$ cat src/rtl/fp32_pkg.sv
// Shared binary32 constants, operand class encodings and flag indices
// for the multiplier round/pack datapath.
package fp32_pkg;

  typedef enum logic [1:0] {
    CLS_NORMAL = 2'b00,
    CLS_ZERO   = 2'b01,
    CLS_INF    = 2'b10,
    CLS_NAN    = 2'b11
  } cls_e;

  localparam int BIAS    = 127;
  localparam int EXP_MAX = 255;

  localparam logic [31:0] QNAN = 32'h7FC00000;

  localparam int FLG_INV = 3;
  localparam int FLG_OVF = 2;
  localparam int FLG_UNF = 1;
  localparam int FLG_INX = 0;

endpackage

$ cat src/rtl/fp_round_rne.sv
// Round-to-nearest-even on a stored mantissa with guard/sticky bits.
// Reports the carry out of the mantissa so the caller can bump the exponent.
module fp_round_rne #(
  parameter int M_WIDTH = 23
) (
  input  logic [M_WIDTH-1:0] i_mant,
  input  logic               i_g,
  input  logic               i_s,
  output logic [M_WIDTH-1:0] o_mant,
  output logic               o_carry,
  output logic               o_inexact
);

  logic w_up;

  assign w_up = i_g & (i_s | i_mant[0]);

  assign {o_carry, o_mant} =
    {1'b0, i_mant} + {{M_WIDTH{1'b0}}, w_up};

  assign o_inexact = i_g | i_s;

endmodule

$ cat src/rtl/fp32_mul_round_pack.sv
// Normalize, RNE-round and pack a raw fp32 significand product.
// Two-stage valid/ready pipeline: normalize, then round/pack.
module fp32_mul_round_pack
  import fp32_pkg::*;
#(
  parameter int D_WIDTH = 32,
  parameter int E_WIDTH = 8,
  parameter int M_WIDTH = 23,
  parameter int P_WIDTH = 2 * (M_WIDTH + 1)
) (
  input  logic                      clk,
  input  logic                      rst,
  input  logic                      in_valid,
  output logic                      in_ready,
  input  logic                      in_sign,
  input  logic signed [E_WIDTH+1:0] in_exp,
  input  logic [P_WIDTH-1:0]        in_prod,
  input  logic [1:0]                a_cls,
  input  logic [1:0]                b_cls,
  output logic                      out_valid,
  input  logic                      out_ready,
  output logic [D_WIDTH-1:0]        out_result,
  output logic [3:0]                out_flags
);

  localparam int XW = E_WIDTH + 2;

  logic w_s1_adv;
  logic w_s2_adv;
  logic r1_valid;
  logic r2_valid;

  assign w_s2_adv  = !r2_valid || out_ready;
  assign w_s1_adv  = !r1_valid || w_s2_adv;
  assign in_ready  = w_s1_adv;
  assign out_valid = r2_valid;

  logic                   w_hi;
  logic [M_WIDTH-1:0]     w_mant;
  logic                   w_g;
  logic                   w_s;
  logic signed [XW-1:0]   w_exp;

  assign w_hi = in_prod[P_WIDTH-1];

  assign w_mant = w_hi ? in_prod[P_WIDTH-2 -: M_WIDTH]
                       : in_prod[P_WIDTH-3 -: M_WIDTH];

  assign w_g = w_hi ? in_prod[P_WIDTH-M_WIDTH-2]
                    : in_prod[P_WIDTH-M_WIDTH-3];

  assign w_s = w_hi ? |in_prod[P_WIDTH-M_WIDTH-3:0]
                    : |in_prod[P_WIDTH-M_WIDTH-4:0];

  assign w_exp = in_exp + $signed({{(XW-1){1'b0}}, w_hi});

  logic w_any_nan;
  logic w_any_inf;
  logic w_any_zero;
  logic w_inf_zero;
  logic w_inf_only;
  logic w_zero_only;
  cls_e w_cls;
  logic w_inv;

  assign w_any_nan  = (a_cls == CLS_NAN) || (b_cls == CLS_NAN);
  assign w_any_inf  = (a_cls == CLS_INF) || (b_cls == CLS_INF);
  assign w_any_zero = (a_cls == CLS_ZERO) || (b_cls == CLS_ZERO);

  // Mutually exclusive so the one-hot decode below is truly unique.
  assign w_inf_zero  = !w_any_nan && w_any_inf && w_any_zero;
  assign w_inf_only  = !w_any_nan && w_any_inf && !w_any_zero;
  assign w_zero_only = !w_any_nan && w_any_zero && !w_any_inf;

  always_comb begin
    w_cls = CLS_NORMAL;
    w_inv = 1'b0;
    unique case (1'b1)
      w_any_nan:   w_cls = CLS_NAN;
      w_inf_zero: begin
        w_cls = CLS_NAN;
        w_inv = 1'b1;
      end
      w_inf_only:  w_cls = CLS_INF;
      w_zero_only: w_cls = CLS_ZERO;
      default:     w_cls = CLS_NORMAL;
    endcase
  end

  logic                 r1_sign;
  logic signed [XW-1:0] r1_exp;
  logic [M_WIDTH-1:0]   r1_mant;
  logic                 r1_g;
  logic                 r1_s;
  cls_e                 r1_cls;
  logic                 r1_inv;

  always_ff @(posedge clk) begin
    if (rst) begin
      r1_valid <= 1'b0;
      r1_sign  <= 1'b0;
      r1_exp   <= '0;
      r1_mant  <= '0;
      r1_g     <= 1'b0;
      r1_s     <= 1'b0;
      r1_cls   <= CLS_NORMAL;
      r1_inv   <= 1'b0;
    end else if (w_s1_adv) begin
      r1_valid <= in_valid;
      if (in_valid) begin
        r1_sign <= in_sign;
        r1_exp  <= w_exp;
        r1_mant <= w_mant;
        r1_g    <= w_g;
        r1_s    <= w_s;
        r1_cls  <= w_cls;
        r1_inv  <= w_inv;
      end
    end
  end

  logic [M_WIDTH-1:0]   w_mant_rnd;
  logic                 w_carry;
  logic                 w_inx;
  logic signed [XW-1:0] w_exp_rnd;

  fp_round_rne #(
    .M_WIDTH(M_WIDTH)
  ) u_rnd (
    .i_mant   (r1_mant),
    .i_g      (r1_g),
    .i_s      (r1_s),
    .o_mant   (w_mant_rnd),
    .o_carry  (w_carry),
    .o_inexact(w_inx)
  );

  assign w_exp_rnd = r1_exp + $signed({{(XW-1){1'b0}}, w_carry});

  logic [D_WIDTH-1:0] w_res;
  logic [3:0]         w_flg;

  always_comb begin
    w_res = '0;
    w_flg = '0;
    unique case (r1_cls)
      CLS_NAN: begin
        w_res          = QNAN;
        w_flg[FLG_INV] = r1_inv;
      end
      CLS_INF:
        w_res = {r1_sign, {E_WIDTH{1'b1}}, {M_WIDTH{1'b0}}};
      CLS_ZERO:
        w_res = {r1_sign, {(D_WIDTH-1){1'b0}}};
      CLS_NORMAL: begin
        if (w_exp_rnd >= EXP_MAX) begin
          w_res = {r1_sign, {E_WIDTH{1'b1}}, {M_WIDTH{1'b0}}};
          w_flg[FLG_OVF] = 1'b1;
          w_flg[FLG_INX] = 1'b1;
        end else if (w_exp_rnd <= 0) begin
          w_res = {r1_sign, {(D_WIDTH-1){1'b0}}};
          w_flg[FLG_UNF] = 1'b1;
          w_flg[FLG_INX] = 1'b1;
        end else begin
          w_res = {r1_sign, w_exp_rnd[E_WIDTH-1:0], w_mant_rnd};
          w_flg[FLG_INX] = w_inx;
        end
      end
    endcase
  end

  logic [D_WIDTH-1:0] r2_result;
  logic [3:0]         r2_flags;

  always_ff @(posedge clk) begin
    if (rst) begin
      r2_valid  <= 1'b0;
      r2_result <= '0;
      r2_flags  <= '0;
    end else if (w_s2_adv) begin
      r2_valid <= r1_valid;
      if (r1_valid) begin
        r2_result <= w_res;
        r2_flags  <= w_flg;
      end
    end
  end

  assign out_result = r2_result;
  assign out_flags  = r2_flags;

endmodule

$ cat config.mk
export PLATFORM = sky130hd
export DESIGN_NAME = fp32_mul_round_pack
export DESIGN_NICKNAME = d
export VERILOG_FILES = /design/src/rtl/fp32_pkg.sv /design/src/rtl/fp_round_rne.sv /design/src/rtl/fp32_mul_round_pack.sv
export SDC_FILE = /design/constraint.sdc
export NUM_CORES = 1
export LEC_CHECK = 0
export BUFFER_PORTS_ARGS = -buffer_cell sky130_fd_sc_hd__buf_2
export CORE_ASPECT_RATIO = 0.6
export CORE_UTILIZATION = 40
export DETAILED_ROUTE_END_ITERATION = 16
export GPL_ROUTABILITY_DRIVEN = 0
export HOLD_SLACK_MARGIN = 0.06
export PLACE_DENSITY = 0.6
export SYNTH_ARGS = -nofsm -noshare
export SYNTH_HDL_FRONTEND = slang
export SYNTH_HIERARCHICAL = 1
export SYNTH_SLANG_ARGS = --single-unit
$ cat constraint.sdc
create_clock -name clk -period 3.6 [get_ports clk]
set_input_delay 0.36 -clock clk [delete_from_list [all_inputs] [get_ports clk]]
set_output_delay 0.36 -clock clk [all_outputs]
set_load 0.1 [all_outputs]
==> impl_results.md <==
- Yosys top cell area share: 36.9%
- First-pass GRT wire length: 16600 µm
- Worst-Margin Slew: 784 ps
- Initial antenna violation count: 0
- PortBufs: 104
- GR Overflow Total: 0
- Top cells by area, synth: dfxtp_1 (37%), a211oi_1 (5.9%), mux2i_1 (5.7%)
- Fin cells: 717
- Dpl cells: 702
- Placement Cell Area: 4760 µm²
- Cell area after synthesis: 4180 µm²
- Die ar.: 10900 µm²
- Area leader, netlist: dfxtp_1
- Ys flop type: dfxtp_1
- Area occupied by registers: 1540 µm²
- Avg Synthesized Cell Area: 8.62 µm²
- Largest net degree at the start of global routing: 50
- Max clock buf depth: 2
- Synth cell types: 52
- Share of layout cells above drive strength 1: 27.1%
- Syn Inst Count: 485
- Multi-input combinational cell area: 2380 µm²
- DP HPWL: 7950 µm
- DR vias/cell: 5.14
- Worst hold path class: primary input to flop
- Sequential cell area fraction in the yosys report: 36.9%
- Final setup TNS: 0 ps
- Number of placement rows: 28
- CTS buffer count: 9
- Fin. max-slew vios: 0
- Critical Path Sink Type: flop
- Clk root buf: clkbuf_16
- WL per Instance: 14.3 µm
- DR vias: 3687
- Htree depth: 3
- Met1 Resource Use GR: 28.9%
- Max_cap viols: 0
- Syn. warnings: 6
- Die Y: 81.2 µm
- I/O pin count: 105
- Tot GR Track Use: 19.7%
- Data required time of the worst path: 3820 ps
- Routed Wire Length: 10300 µm
- Post-route cell area: 5080 µm²
- Relative slew slack: 47.7%
- P per Cell Area: 437 nW/µm²
- Share of the clock period used by the worst path: 92.3%
- Count of final setup violators: 0
- Final #Nets: 652
- Core ar.: 10000 µm²
- Busiest grt layer: met1
- Setup Fix Bufs, Post-CTS: 0
- CTS Hold Bufs: 0
- Max frequency: 301 MHz
- First-pass DRT Iterations: 4
- R2r setup slk: 280 ps
- Met2 Use GR: 28.2%
- RSZ-0062 raised after global routing: false
- M3 GR Usage: 4.74%
- Clock Sink Count: 77
- Worst setup SP type: flop
- Vias in the first global route: 3427
- Max VDD drop: 0.000237 V
- Antenna Cells: 0
- Clk Latency, worst-skew pair: 330 ps
- EDFF count, synth: 0
- Fillcell total: 1017
- Syn-to-layout area delta: 21.5%
- Minimum clock period after layout: 3320 ps
- Worst-path clk slew: 60 ps
- Synth Register Bits: 77
- Final hold violation count: 0
- CTS tree: yes
- Die W: 134 µm
- Worst-path maximum fanout: 22
- CP arrival: 3540 ps
- Critical path class: flop to flop
- DRT antenna net count: 0
- Clk_skew: 5.51 ps
- Asr flop ratio synth: 0%
- Static Leak: 2.22 nW
- Status: finished clean
- Initial drt markers: 203
- Syn nets: 559
- Initial core utilization: 41.7%
- Fin util: 50.7%
- Residual DRC: 0
==> metal layers <==
metal	wire length, µm	vias to the layer above
met2	3920	116
met4	136	0
met3	598	13
li1	-	1901
met1	5630	1657
met5	0	-
==> critical path, stage by stage (launching register included) <==
cell	delay, ps
dfxtp_1	380
o21a_1	160
ha_1	150
nand3_1	120
or2_0	280
nor4_1	260
and2_1	170
ha_1	230
ha_2	320
or4_4	570
o31ai_4	190
buf_6	260
o31ai_1	90
==> state kept, by name, summed over array words and instances (netlist names) <==
name and cells:
out_flags 4, out_result 32, out_valid 1, r1_cls 2, r1_exp 10, r1_g 1, r1_inv 1, r1_mant 23
r1_s 1, r1_sign 1, r1_valid 1
==> cell usage in the layout, fill, tap and decap left out, types with 3 or more instances in the layout <==
cell type	n
clkbuf_1	3
buf_4	8
xnor2_1	15
nor2_1	54
nor3_2	4
o31ai_2	12
dfxtp_1	77
inv_1	26
and2_1	4
nor3_1	11
o31ai_1	10
a211oi_1	33
clkbuf_16	9
and3_1	5
nor2b_1	5
xor2_1	21
mux2i_1	24
o21ai_0	8
nand4_1	8
ha_1	6
nand2_1	56
nor4_1	13
buf_2	104
nand3_1	16
a21oi_1	9
==> synth_stat cells (4+ instances only) <==
cell,n
xor2_1,22
nor4_1,13
inv_1,26
clkbuf_1,17
xnor2_1,15
and2_1,4
a211oi_1,33
and3_1,5
nor2b_1,5
nand4_1,8
mux2i_1,24
a21oi_1,10
buf_6,8
nand3_1,16
nand2_1,56
nor3_2,4
o31ai_1,10
o31ai_2,12
o21ai_0,8
dfxtp_1,77
nor3_1,11
nor2_1,56
ha_1,7
==> cell type report <==
cell class                      count  share of cell area, %
Clock buffer                       14                   5.20
Clock inverter                      1                  0.591
Inverter                           26                   1.92
Multi-Input combinational cell    351                   46.9
Sequential cell                    77                   30.4
Tap cell                          135                   3.33
Timing Repair Buffer              113                   11.7
==> metrics by stage <==
stage	hold slack [ps]	power, mW	setup slack, ps
after CTS	265	2.24	113
after detailed placement	436	1.33	131
final	271	2.22	276
after floorplan	437	1.23	468
after global routing	294	2.31	14.5
after global placement	434	1.33	269
==> path summary, 6_finish.rpt <==
path                           endpoint                        from  cells past startpoint
max          out_result[7]$_SDFFE_PP0P_     r1_mant[0]$_SDFFE_PP0P_                     12
min                r1_sign$_SDFFE_PP0P_                     in_sign                      3
max reg2reg  out_result[7]$_SDFFE_PP0P_     r1_mant[0]$_SDFFE_PP0P_                     12
min reg2reg  out_result[8]$_SDFFE_PP0P_  out_result[8]$_SDFFE_PP0P_                      2
==> power breakdown <==
part	total (mW)	switching (mW)	internal, mW
logic	0.361	0.238	0.123
clock network	0.903	0.331	0.572
registers	0.957	0.0579	0.899
==> timing repair <==
| action | CTS | global route |
|---|---|---|
| gates resized for setup | 0 | 6 |
| hold endpoints to repair | 0 | 0 |
| endpoints found under the setup margin | 0 | 25 |
==> cells by family after synthesis <==
group           count (synthesis)  synth area share [%]
compound gates                 90                  17.4
buf+inv                        57                  6.79
simple gates                  193                  23.4
mux                            24                  5.75
flops                          77                  36.9
fa+ha+maj                       7                  2.10
xor+xnor                       37                  7.75
No activity file was read; power rests on OpenSTA's default activity.
